`src/rtl/axi_pipeline_pkg.sv`:
```
// Shared types and helpers for the registered valid/ready pipeline.
// Holds the skid-slice state encoding and a width helper.
package axi_pipeline_pkg;

    typedef enum logic [1:0] {
        HSP_EMPTY = 2'd0,
        HSP_ONE   = 2'd1,
        HSP_FULL  = 2'd2
    } hsp_state_e;

    // Bits needed to hold values 0..n-1, never less than one bit.
    function automatic int hsp_clog2(input int n);
        int w;
        w = 1;
        while ((1 << w) < n) begin
            w++;
        end
        return w;
    endfunction

endpackage

```
`src/rtl/hs_skid_slice.sv`:
```
// One fully registered valid/ready stage: main + skid register.
// Ready is a flop, so neither direction has a combinational path.
module hs_skid_slice
    import axi_pipeline_pkg::*;
#(
    parameter int W = 32
) (
    input  logic         clk,
    input  logic         rst,
    input  logic         in_valid,
    output logic         in_ready,
    input  logic [W-1:0] in_data,
    output logic         out_valid,
    input  logic         out_ready,
    output logic [W-1:0] out_data
);

    hsp_state_e   state_q, state_d;
    logic [W-1:0] main_q, main_d;
    logic [W-1:0] skid_q, skid_d;
    logic         ready_q, ready_d;
    logic         in_xfer;
    logic         out_xfer;

    assign out_valid = (state_q != HSP_EMPTY);
    assign out_data  = main_q;
    assign in_ready  = ready_q;
    assign in_xfer   = in_valid && ready_q;
    assign out_xfer  = out_valid && out_ready;

    always_comb begin
        state_d = state_q;
        main_d  = main_q;
        skid_d  = skid_q;
        unique case (state_q)
            HSP_EMPTY: begin
                if (in_xfer) begin
                    state_d = HSP_ONE;
                    main_d  = in_data;
                end
            end
            HSP_ONE: begin
                if (in_xfer && !out_xfer) begin
                    state_d = HSP_FULL;
                    skid_d  = in_data;
                end else if (!in_xfer && out_xfer) begin
                    state_d = HSP_EMPTY;
                end else if (in_xfer && out_xfer) begin
                    main_d = in_data;
                end
            end
            HSP_FULL: begin
                if (out_xfer) begin
                    state_d = HSP_ONE;
                    main_d  = skid_q;
                end
            end
            default: begin
                state_d = HSP_EMPTY;
            end
        endcase
        // Look ahead one state so the flop never over-admits.
        ready_d = (state_d != HSP_FULL);
    end

    always_ff @(posedge clk or posedge rst) begin
        if (rst) begin
            state_q <= HSP_EMPTY;
            main_q  <= '0;
            skid_q  <= '0;
            ready_q <= 1'b0;
        end else begin
            state_q <= state_d;
            main_q  <= main_d;
            skid_q  <= skid_d;
            ready_q <= ready_d;
        end
    end

endmodule

```
`src/rtl/handshake_pipeline.sv`:
```
// D-stage registered valid/ready pipeline; D=0 is a plain wire bypass.
// Define HSP_OCCUPANCY_EN to add the occupancy port and beat counter.
module handshake_pipeline
    import axi_pipeline_pkg::*;
#(
    parameter int W = 32,
    parameter int D = 2
) (
    input  logic         clk,
    input  logic         rst,
    input  logic         s_valid,
    output logic         s_ready,
    input  logic [W-1:0] s_data,
    output logic         m_valid,
    input  logic         m_ready,
    output logic [W-1:0] m_data
`ifdef HSP_OCCUPANCY_EN
    ,
    output logic [hsp_clog2(2*D+1)-1:0] occupancy
`endif
);

    if (D == 0) begin : g_bypass
        logic unused_clk_rst;
        assign unused_clk_rst = ^{clk, rst};
        assign m_valid = s_valid;
        assign m_data  = s_data;
        assign s_ready = m_ready;
    end else begin : g_chain
        logic         valid_c [0:D];
        logic         ready_c [0:D];
        logic [W-1:0] data_c  [0:D];

        assign valid_c[0] = s_valid;
        assign data_c[0]  = s_data;
        assign s_ready    = ready_c[0];
        assign m_valid    = valid_c[D];
        assign m_data     = data_c[D];
        assign ready_c[D] = m_ready;

        for (genvar g = 0; g < D; g++) begin : g_slice
            hs_skid_slice #(
                .W(W)
            ) u_slice (
                .clk      (clk),
                .rst      (rst),
                .in_valid (valid_c[g]),
                .in_ready (ready_c[g]),
                .in_data  (data_c[g]),
                .out_valid(valid_c[g+1]),
                .out_ready(ready_c[g+1]),
                .out_data (data_c[g+1])
            );
        end
    end

`ifdef HSP_OCCUPANCY_EN
    localparam int OW = hsp_clog2(2*D+1);

    if (D == 0) begin : g_occ_zero
        assign occupancy = '0;
    end else begin : g_occ
        logic [OW-1:0] occ_q, occ_d;
        logic          s_xfer;
        logic          m_xfer;

        assign s_xfer    = s_valid && s_ready;
        assign m_xfer    = m_valid && m_ready;
        assign occupancy = occ_q;

        always_comb begin
            occ_d = occ_q;
            if (s_xfer && !m_xfer) begin
                occ_d = occ_q + OW'(1);
            end else if (!s_xfer && m_xfer) begin
                occ_d = occ_q - OW'(1);
            end
        end

        always_ff @(posedge clk or posedge rst) begin
            if (rst) begin
                occ_q <= '0;
            end else begin
                occ_q <= occ_d;
            end
        end
    end
`endif

endmodule
```
`config.mk`:
```
export PLATFORM = sky130hd
export DESIGN_NAME = handshake_pipeline
export DESIGN_NICKNAME = d
export VERILOG_FILES = /design/src/rtl/axi_pipeline_pkg.sv /design/src/rtl/hs_skid_slice.sv /design/src/rtl/handshake_pipeline.sv
export SDC_FILE = /design/constraint.sdc
export NUM_CORES = 1
export LEC_CHECK = 0
export BUFFER_PORTS_ARGS = -buffer_cell sky130_fd_sc_hd__buf_2
export CORE_UTILIZATION = 40
export CTS_CLUSTER_DIAMETER = 200
export CTS_CLUSTER_SIZE = 25
export DETAILED_ROUTE_END_ITERATION = 16
export GPL_TIMING_DRIVEN = 0
export PLACE_DENSITY = 0.66
export SLEW_MARGIN = 20
export SYNTH_ARGS = -nofsm -noshare
export SYNTH_HDL_FRONTEND = slang
export SYNTH_SLANG_ARGS = --single-unit
export TNS_END_PERCENT = 50
```
`constraint.sdc`:
```
create_clock -name clk -period 5.4 [get_ports clk]
set_input_delay 1.35 -clock clk [delete_from_list [all_inputs] [get_ports clk]]
set_output_delay 1.35 -clock clk [all_outputs]
set_load 0.01 [all_outputs]
```
======== After elaboration in Yosys (flattened, before gate mapping) ========
Index checks and enable logic that the tools add are counted.
storage, ports and cells
  flip-flop bits (word level) ............. 134
  input bits .............................. 36
cells by class
  equal/unequal tests ..................... 16
  muxes and demuxes ....................... 22
  reduce and logical (&&, ||, !) cells .... 22
operators with widths
  cell                                                                    number
  32-bit 2-to-1 mux                                                       10
  32-bit one-hot mux with 3 select lines                                  2
  2-bit 2-to-1 mux                                                        8
  2-bit != test (second input constant)                                   7
  2-bit one-hot mux with 3 select lines                                   2
  6-bit AND reduction                                                     2
  2-bit by 1-bit != test with 1-bit output (second input constant)        5
  1-bit logical AND                                                       9
  3-bit nonzero test                                                      2
  2-bit by 1-bit equality test with 1-bit output (second input constant)  2
  2-bit equality test (second input constant)                             2
  2-bit logical NOT                                                       2
  2-bit AND reduction                                                     2
  2-bit nonzero test                                                      2
  1-bit logical NOT                                                       3

======== Logic depth before layout (Yosys ltp) ========
Gate-level depths: netlist of run 1.
  word-level depth ........................ 8
  depth in mapped cells ................... 7

======== Modules after synthesis ========
A second synthesis of run 1 with hierarchy kept.
second synthesis, totals
  cells, all modules ...................... 392
  area, all modules ....................... 5,825.6 um^2
by module, submodules not included
  module         instances  cells each  area each (um^2)  sequential area each (um^2)
  hs_skid_slice  2          196         2,912.8           1,676.6

======== Worst setup path before layout of run 1 ========
Ideal clock, no wire load.
  path kind ............................... input to register
  start point ............................. in m_ready
  end point ............................... reg g_chain.g_slice[1].u_slice.main_q[0]
  arrival time ............................ 2.381 ns
  data required time ...................... 5.275 ns
  path slack .............................. 2.894 ns
  stages .................................. 5
  buffers on the path ..................... 1
  cell sequence ........................... nand2b_1 a211oi_2 nor3_4 buf_6 mux2_4
on the way
  longest elaborated chain between the ends .. 5
RTL lines
  item                                      RTL line                  text
  from (decl)                               handshake_pipeline.sv:15  input logic m_ready,
  1-bit logical AND (*)                     hs_skid_slice.sv:29       assign out_xfer = out_valid && out_ready;
  1-bit logical NOT                         hs_skid_slice.sv:43       if (in_xfer && !out_xfer) begin
  1-bit logical AND                         hs_skid_slice.sv:43
  2-bit != test (no source line)            n/a
  6-bit AND reduction (no source line) (*)  n/a
  to (signal assigned)                      hs_skid_slice.sv:74       main_q <= main_d;
  to (decl)                                 hs_skid_slice.sv:19       logic [W-1:0] main_q, main_d;
Mark *: on every way between the ends. The rest lies on a longest branch, timed or not.
A chain may end at the register's enable or synchronous reset.

======== Worst setup path in the final report of run 1 ========
  start point ............................. reg g_chain.g_slice[1].u_slice.state_q[0]
  end point ............................... out m_valid
on the way
  longest elaborated chain between the ends .. 1
RTL lines
  item                    RTL line                  text
  from (decl)             hs_skid_slice.sv:18       hsp_state_e state_q, state_d;
  from (signal assigned)  hs_skid_slice.sv:73       state_q <= state_d;
  2-bit nonzero test      hs_skid_slice.sv:25       assign out_valid = (state_q != HSP_EMPTY);
  to (decl)               handshake_pipeline.sv:14  output logic m_valid,
No other way between the ends.

==> metrics.cfg, run 1 <==
[cells_and_area]
fin_area_mm2=0.00740
diodes=0
finalNetCount=587
layout-drive-gt1-share=0.512
fin_util=0.487
area_delta_synth_final_pct=18.9
final_cell_mix=134 x dfrtp_1, 98 x mux2_2, 82 x buf_2
final_common_cell=dfrtp_1
n_fill_cell=1331

[worst_setup_path]
reg2reg_slack_ps=3090
cp.required_ps=4050
cp_max_fo=4
reg2reg_to=g_chain.g_slice[1].u_slice.out_data[25]$_DFFE_PP0P_
r2r_start=g_chain.g_slice[1].u_slice.state_q[0]$_DFF_PP0_
worstSetupPathType=register to output port
reg2reg_depth=6
cp.arrival_ps=1460
start_kind=register
worst_setup_path_end_kind=output port

[job]
cap_violations=0

[detailed_routing]
ant_nets=0
num_vias=3671
drtPass1Iterations=4
viasPerCell=4.94
routed_wl_um=12000
first_iter_violations=182
wl_per_cell_um=16.2
drc=0

[clock_tree]
clock_latency_ps=410
cts_tree=yes
numCtsBuffers=17
root_buffer=clkbuf_16
cts.sinks=134
htreeDepth=4
clkTransAtPathRegs_ps=50
post_cts_buffers=0
post_cts_resized=0
clockBufferDepth=2
ctsHoldBuffers=0

[placed_design]
place_congestion=0.708
io_buffers=69
place_ws_ps=2550
hpwl_um=8140
place_area_mm2=0.00684

[die]
rows=45
fp.coreArea_mm2=0.0152
initial_core_util=0.410
ios=70
fp.dieW_um=127
dieArea_mm2=0.0161
fp.dieH_um=127

[logic_synthesis]
yosys.area_share.simple=0.0392
synth_xor_area_frac=0.00141
synthDistinctLibCells=34
yosys.area_share.adder=0.00804
syn_area_mm2=0.00623
synth-compound-area-share=0.0446
synth_mux_area_frac=0.303
synth_area_leader_cell=dfrtp_1
ys_seq_area_frac=0.538
synth_area_leaders=dfrtp_1 54%, mux2_2 18%, mux2_4 7.2%
synth_seq_cells=134
synthCells=458
synth_top_family_by_area=multiplexers
avgSynthCellArea_um2=13.6
synth_top_area_frac=0.538
synth_nets=498
ys.warnings.count=0

[grt]
overflow=0
grt_max_degree=77
grt_pass1_vias=4046
grtUsageTotal=0.164
grt_antenna_before_repair=1
grt_first_pass_wirelength_um=20300

[sta]
worst_pin_slew_ps=682
fmax_ghz=0.356
fin_crit_sh=0.520
skew_ps=13.1
fin_crit_ps=2810
rsz0062_at_grt=false
tns_ps=0
finalSetupViolations=0
setup_slack_ps=2590
hold_viol=0
hold_ws_ps=501
final_max_slew_viol_count=0
timing.slew.headroom=0.545

[status]
status=finished, final reports clean

[min_path]
min_to=g_chain.g_slice[1].u_slice.skid_q[12]$_DFFE_PP0N_
min-delay-start=g_chain.g_slice[1].u_slice.skid_q[12]$_DFFE_PP0N_
hold_class=register to register
holdPathStages=1

[power]
power.leakage_nw=3.52
vdd_ir_drop_max_v=0.000360
power_density_mw_per_mm2=643

logic make-up (layout without fill, tap and decap cells):
logic type / Yosys count / count (layout)
flip-flops: 134 / 134
AND/OR/NAND/NOR: 51 / 51
multiplexers: 161 / 161
AO/OA/AOI/OAI: 45 / 45
adder cells (fa/ha/maj): 4 / 4
buffers and inverters: 62 / 159
XOR/XNOR: 1 / 1
area by class of cell:
| cell class | count | area (um2) | area share |
|---|---|---|---|
| Sequential cell | 134 | 3350 | 0.453 |
| Multi-Input combinational cell | 262 | 2460 | 0.333 |
| Clock buffer | 23 | 488 | 0.0659 |
| Buffer | 57 | 392 | 0.0529 |
| Timing Repair Buffer | 70 | 373 | 0.0504 |
| Tap cell | 188 | 235 | 0.0318 |
| Clock inverter | 4 | 72.6 | 0.00980 |
| Inverter | 5 | 26.3 | 0.00355 |
layer usage:
layer,GRT usage,vias to the layer above,part of all wire
met1,0.209,1849,0.46
met4,0.0595,2,0.015
met3,0.0405,13,0.032
li1,-,1746,-
met2,0.273,61,0.49
met5,0,-,0.00067
registers in the layout (all words and copies together), names as in the netlist:
register and count:
g_chain.g_slice.u_slice.in_ready 2, g_chain.g_slice.u_slice.out_data 64, g_chain.g_slice.u_slice.skid_q 64, g_chain.g_slice.u_slice.state_q 4
per-stage QoR:
| step | std cells | power, mW |
|---|---|---|
| global placement | 715 | 3.60 |
| floorplan | 458 | 3.23 |
| finish | 743 | 4.76 |
| CTS | 743 | 4.82 |
| detailed placement | 716 | 3.69 |
| global route | 743 | 5.05 |
cell usage after synthesis, drive strengths merged:
library cell / instances
a31o: 1
o21a: 1
a311oi: 2
dfrtp: 134
nor3: 2
o21ai: 1
clkbuf: 5
a21boi: 1
or2b: 1
ha: 4
or2: 1
nor4: 2
a211oi: 1
inv: 5
nor2: 36
buf: 52
nand2: 2
o22ai: 1
mux2: 128
and2: 1
nand2b: 1
o31ai: 1
a21oi: 36
nand3b: 2
nand3: 1
nor2b: 2
xnor2: 1
mux2i: 33
worst max-delay path: stages (launching register included):
cell,delay [ps]
dfrtp_1,410
inv_1,110
ha_1,260
inv_1,130
buf_2,150
power breakdown:
| group | leakage, nW | switching (mW) | internal, mW | total [mW] |
|---|---|---|---|---|
| logic | 1.71 | 0.762 | 1.15 | 1.91 |
| clock network | 0.273 | 0.388 | 0.714 | 1.10 |
| registers | 1.54 | 0.265 | 1.48 | 1.75 |
worst max-delay path by stage:
stage / startpoint / endpoint / cells after the start
floorplan: rst / g_chain.g_slice[0].u_slice.in_ready$_DFF_PP0_ / 1
global placement: rst / g_chain.g_slice[1].u_slice.out_data[2]$_DFFE_PP0P_ / 2
detailed placement: m_ready / g_chain.g_slice[1].u_slice.out_data[17]$_DFFE_PP0P_ / 6
CTS: g_chain.g_slice[1].u_slice.state_q[0]$_DFF_PP0_ / m_valid / 4
global route: g_chain.g_slice[1].u_slice.state_q[0]$_DFF_PP0_ / m_valid / 4
finish: g_chain.g_slice[1].u_slice.state_q[0]$_DFF_PP0_ / m_valid / 4
Power figures use the tool's default switching activity.
==> run 2, diff against run 1 <==
==> constraint.sdc (replaced) <==
create_clock -name clk -period 2.6 [get_ports clk]
set_input_delay 0.65 -clock clk [delete_from_list [all_inputs] [get_ports clk]]
set_output_delay 0.65 -clock clk [all_outputs]
set_load 0.01 [all_outputs]
==> metrics.cfg, run 2 (synthesized netlist as in run 1, its figures left out) <==
[clock_tree]
clockBufferDepth=2  ; unchanged
post_cts_buffers=0  ; unchanged
post_cts_resized=0  ; unchanged
ctsHoldBuffers=0  ; unchanged
cts.sinks=134  ; unchanged
clkTransAtPathRegs_ps=60  ; about the same
clock_latency_ps=420  ; about the same
htreeDepth=4  ; unchanged
cts_tree=yes
root_buffer=clkbuf_16
numCtsBuffers=17  ; unchanged

[sta]
tns_ps=0  ; unchanged
hold_viol=0  ; unchanged
rsz0062_at_grt=false
skew_ps=7.38  ; -5.68 ps
worst_pin_slew_ps=680  ; -2.30 ps
fin_crit_ps=2300
fin_crit_sh=0.885
timing.slew.headroom=0.547  ; +0.00153
finalSetupViolations=0  ; unchanged
setup_slack_ps=300  ; -2290 ps
final_max_slew_viol_count=0  ; unchanged
fmax_ghz=0.435

[detailed_routing]
routed_wl_um=12200  ; +1.8%
wl_met3_um=398  ; +3.6%
ant_nets=0  ; unchanged
wl_per_cell_um=16.3  ; +0.81%
wl_met2_um=6000  ; +1.4%
highest_layer=met4
first_iter_violations=119  ; -35%
viasPerCell=4.95  ; about the same
drc=0  ; unchanged
num_vias=3709  ; +1.0%
m1WireLength_um=5630  ; +1.9%
drtPass1Iterations=4  ; unchanged

[worst_setup_path]
reg2reg_to=g_chain.g_slice[1].u_slice.out_data[25]$_DFFE_PP0P_
startpoint=g_chain.g_slice[1].u_slice.state_q[0]$_DFF_PP0_
reg2reg_slack_ps=300  ; -2790 ps
cp.arrival_ps=2600  ; +1140 ps
cp.required_ps=2900  ; -1150 ps
worst_setup_path_end_kind=register
start_kind=register
r2r_start=g_chain.g_slice[1].u_slice.state_q[0]$_DFF_PP0_
cp_max_fo=10  ; +6
worstSetupPathType=register to register
reg2reg_depth=6  ; unchanged

[placed_design]
place_ws_ps=280  ; -2270 ps
io_buffers=69  ; unchanged
hpwl_um=8370  ; +2.8%
place_area_mm2=0.00690  ; +0.82%
place_congestion=0.739  ; +4.5%

[grt]
grt_pass1_vias=4091  ; +1.1%
grt_first_pass_wirelength_um=20400  ; +0.24%
grt_antenna_before_repair=1  ; unchanged
overflow=0  ; unchanged
grt_max_degree=36  ; -53%
grtUsageTotal=0.167  ; +0.00217

[die]
fp.coreArea_mm2=0.0152  ; unchanged
ios=70  ; unchanged
initial_core_util=0.410  ; unchanged
fp.dieW_um=127  ; unchanged
dieArea_mm2=0.0161  ; unchanged
fp.dieH_um=127  ; unchanged
rows=45  ; unchanged

[cells_and_area]
final_cell_mix=134 x dfrtp_1, 98 x mux2_2, 82 x buf_2
layout-drive-gt1-share=0.517  ; +0.00522
area_delta_synth_final_pct=20.0
n_fill_cell=1315  ; -1.2%
fin_area_mm2=0.00748  ; +0.96%
finalNetCount=590  ; +0.51%
final_common_cell=dfrtp_1

[power]
power_density_mw_per_mm2=1330  ; +110%
power.leakage_nw=3.55  ; +0.78%
vdd_ir_drop_max_v=0.000712  ; +97%

[min_path]
hold_class=input port to async pin

[status]
status=finished, final reports clean

[job]
cap_violations=0  ; unchanged

-- run 2: cell count changes in the layout (fill, tap and decap cells not counted) --
cell / previous run / this run
diode_2: 0 / 1
inv_6: 0 / 1
clkinvlp_4: 1 / 3
clkinv_2: 1 / 3
clkbuf_8: 4 / 3
buf_12: 0 / 3
inv_8: 1 / 0
-- run 2: how the worst max path moves through the flow --
stage	endpoint	slack, ps	depth (start not counted)
6_report	g_chain.g_slice[1].u_slice.out_data[25]$_DFFE_PP0P_	300	6
5_1_grt	g_chain.g_slice[1].u_slice.out_data[17]$_DFFE_PP0P_	150	6
4_1_cts	g_chain.g_slice[1].u_slice.out_data[20]$_DFFE_PP0P_	270	6
3_5_place_dp	g_chain.g_slice[1].u_slice.out_data[18]$_DFFE_PP0P_	280	6
3_3_place_gp	g_chain.g_slice[0].u_slice.skid_q[16]$_DFFE_PP0P_	-520	2
2_1_floorplan	g_chain.g_slice[0].u_slice.in_ready$_DFF_PP0_	280	1
-- run 2: layer usage --
layer,vias up,GRT usage
met5,-,0
met4,0,0.0791
met3,17,0.0371
met2,72,0.280
met1,1864,0.204
li1,1756,-
-- run 2: cell type report --
type	count	area [um2]	share of cell area
Antenna cell	1	2.50	0.000335
Multi-Input combinational cell	262	2460	0.330
Clock buffer	22	474	0.0634
Tap cell	188	235	0.0315
Inverter	5	22.5	0.00301
Clock inverter	8	98.8	0.0132
Sequential cell	134	3350	0.449
Timing Repair Buffer	73	433	0.0579
Buffer	57	392	0.0524
-- run 2: power breakdown --
| part | internal, mW | leakage (nW) | total (mW) | switching, mW |
|---|---|---|---|---|
| Combinational | 2.40 | 1.73 | 3.99 | 1.59 |
| Sequential | 3.08 | 1.54 | 3.62 | 0.546 |
| Clock | 1.47 | 0.278 | 2.34 | 0.862 |
-- run 2: worst max-delay path, cell delays in order (launching register included) --
cell and delay (ps):
dfrtp_1 420, inv_1 140, ha_1 150, buf_2 240, clkbuf_1 560, mux2_2 410
mux2_4 260
-- run 2: per-stage QoR --
stage	hold WS, ps	util	total power, mW	cells
6_report	278	0.492	9.95	750
5_1_grt	300	0.492	10.5	749
3_5_place_dp	489	0.454	7.68	719
3_3_place_gp	481	0.448	7.48	715
4_1_cts	273	0.492	10.1	749
2_1_floorplan	474	-	6.71	458
==> run 3, diff against run 2 <==
--- a/config.mk
+++ b/config.mk
@@ -12,6 +12,7 @@
 export DETAILED_ROUTE_END_ITERATION = 16
 export GPL_TIMING_DRIVEN = 0
 export PLACE_DENSITY = 0.66
+export RECOVER_POWER = 50
 export SLEW_MARGIN = 20
 export SYNTH_ARGS = -nofsm -noshare
 export SYNTH_HDL_FRONTEND = slang
==> metrics.cfg, run 3 (synthesized netlist as in run 1, its figures left out) <==
[min_path]
hold_class=input port to async pin

[cells_and_area]
n_fill_cell=1328  ; +0.99%
final_cell_mix=134 x dfrtp_1, 98 x mux2_2, 72 x buf_2
final_common_cell=dfrtp_1
area_delta_synth_final_pct=18.9
layout-drive-gt1-share=0.494  ; -0.0232
instances_no_fill=750  ; unchanged
fin_util=0.487  ; -0.00477
finalNetCount=590  ; unchanged
fin_area_mm2=0.00740  ; -0.97%

[clock_tree]
root_buffer=clkbuf_16
clockBufferDepth=2  ; unchanged
cts_tree=yes
post_cts_resized=0  ; unchanged
clock_latency_ps=420  ; about the same
numCtsBuffers=17  ; unchanged
cts.sinks=134  ; unchanged
post_cts_buffers=0  ; unchanged
htreeDepth=4  ; unchanged
ctsHoldBuffers=0  ; unchanged
clkTransAtPathRegs_ps=60  ; about the same

[die]
fp.dieW_um=127  ; unchanged
rows=45  ; unchanged
fp.dieH_um=127  ; unchanged
initial_core_util=0.410  ; unchanged
ios=70  ; unchanged
dieArea_mm2=0.0161  ; unchanged
fp.coreArea_mm2=0.0152  ; unchanged

[grt]
overflow=0  ; unchanged
grtUsageTotal=0.167  ; unchanged
grt_max_degree=36  ; unchanged
grt_pass1_vias=4091  ; unchanged
grt_first_pass_wirelength_um=20400  ; unchanged
grt_antenna_before_repair=1  ; unchanged

[sta]
hold_viol=0  ; unchanged
fin_crit_sh=0.936  ; +0.0518
hold_ws_ps=365  ; +87.6 ps
timing.slew.headroom=0.358  ; -0.189
skew_ps=6.52  ; -0.866 ps
fin_crit_ps=2430  ; +135 ps
fmax_ghz=0.411  ; -5.5%
worst_pin_slew_ps=964  ; +284 ps
finalSetupViolations=0  ; unchanged
final_max_slew_viol_count=0  ; unchanged
rsz0062_at_grt=false

[power]
power_density_mw_per_mm2=1340  ; +0.68%
power.share.sequential=0.365  ; about the same
total_power_mw=9.92  ; -0.30%
p_clk_frac=0.236  ; about the same
share_comb_of_total_power=0.399  ; -0.002
swShare=0.302  ; +0.000751
vdd_ir_drop_max_v=0.000710  ; -0.30%
switching_power_mw=3.00  ; about the same
p_int_mw=6.92  ; -0.40%
power.leakage_nw=3.50  ; -1.5%

[detailed_routing]
highest_layer=met4
first_iter_violations=114  ; -4.2%
m1WireLength_um=5550  ; -1.4%
drtPass1Iterations=4  ; unchanged
wl_met3_um=416  ; +4.5%
wl_per_cell_um=16.2  ; -0.40%
viasPerCell=4.97  ; +0.57%
num_vias=3730  ; +0.57%
ant_nets=0  ; unchanged
routed_wl_um=12200  ; -0.40%
wl_met2_um=6010  ; +0.27%
drc=0  ; unchanged

[placed_design]
place_congestion=0.739  ; unchanged
place_area_mm2=0.00690  ; unchanged
io_buffers=69  ; unchanged
hpwl_um=8370  ; unchanged
dp_cells=719  ; unchanged

[worst_setup_path]
reg2reg_slack_ps=170  ; -130 ps
cp_max_fo=10  ; unchanged
cp.required_ps=2900  ; about the same
start_kind=register
cp.arrival_ps=2740  ; +140 ps
r2r_start=g_chain.g_slice[0].u_slice.state_q[0]$_DFF_PP0_
worstSetupPathType=register to register
reg2reg_depth=5  ; -1
reg2reg_to=g_chain.g_slice[0].u_slice.skid_q[2]$_DFFE_PP0P_
worst_setup_path_end_kind=register

[job]
cap_violations=0  ; unchanged

[status]
status=finished, final reports clean

run 3: cell count changes in the layout (fill, tap and decap cells not counted):
cell        delta
buf_2         -10
nor2b_1        +1
clkbuf_4       +1
buf_16         -1
buf_4          -1
clkbuf_1      +12
buf_12         -2
clkinvlp_4     -1
nor2b_2        -1
clkinvlp_2     +1
clkbuf_2       +1
run 3: through the flow:
step           setup slack, ps  TNS, ps
2_1_floorplan              285        0
3_3_place_gp              -521   -68990
3_5_place_dp               280        0
4_1_cts                    270        0
5_1_grt                   77.1        0
6_report                   165        0
run 3: area by class of cell:
cell class | instances | area (um2) | area share
inverter | 5 | 20.0 | 0.00270
buffer | 57 | 385 | 0.0521
antenna | 1 | 2.50 | 0.000338
clock buffer | 22 | 474 | 0.0641
sequential | 134 | 3350 | 0.453
clock inverter | 8 | 98.8 | 0.0134
tap | 188 | 235 | 0.0318
timing repair buffer | 73 | 372 | 0.0502
multi-input combinational | 262 | 2460 | 0.333
run 3: per-layer routing:
layer / track usage / vias to the layer above
met5: 0 / -
met4: 0.0791 / 0
met3: 0.0371 / 18
met2: 0.280 / 76
met1: 0.204 / 1873
li1: - / 1763
run 3: how the worst max path moves through the flow:
stage,from,endpoint,slack [ps],depth (start not counted)
2_1_floorplan,rst,g_chain.g_slice[0].u_slice.in_ready$_DFF_PP0_,280,1
3_3_place_gp,rst,g_chain.g_slice[0].u_slice.skid_q[16]$_DFFE_PP0P_,-520,2
3_5_place_dp,g_chain.g_slice[1].u_slice.state_q[0]$_DFF_PP0_,g_chain.g_slice[1].u_slice.out_data[18]$_DFFE_PP0P_,280,6
4_1_cts,g_chain.g_slice[1].u_slice.state_q[0]$_DFF_PP0_,g_chain.g_slice[1].u_slice.out_data[20]$_DFFE_PP0P_,270,6
5_1_grt,g_chain.g_slice[0].u_slice.state_q[0]$_DFF_PP0_,g_chain.g_slice[0].u_slice.skid_q[2]$_DFFE_PP0P_,80,5
6_report,g_chain.g_slice[0].u_slice.state_q[0]$_DFF_PP0_,g_chain.g_slice[0].u_slice.skid_q[2]$_DFFE_PP0P_,170,5
run 3: power groups by stage:
stage | sequential (mW) | clock (mW) | combinational [mW]
after floorplan | 3.47 | 0 | 3.24
after global placement | 3.59 | 0 | 3.89
after detailed placement | 3.66 | 0 | 4.03
after CTS | 3.63 | 2.38 | 4.06
after global routing | 3.75 | 2.47 | 4.29
final | 3.62 | 2.34 | 3.96
run 3: worst max-delay path: stages, from the launching register on:
cell      delay (ps)
dfrtp_1          450
nor2b_1          350
and2_1           200
clkbuf_1         330
clkbuf_1         580
mux2_2           410
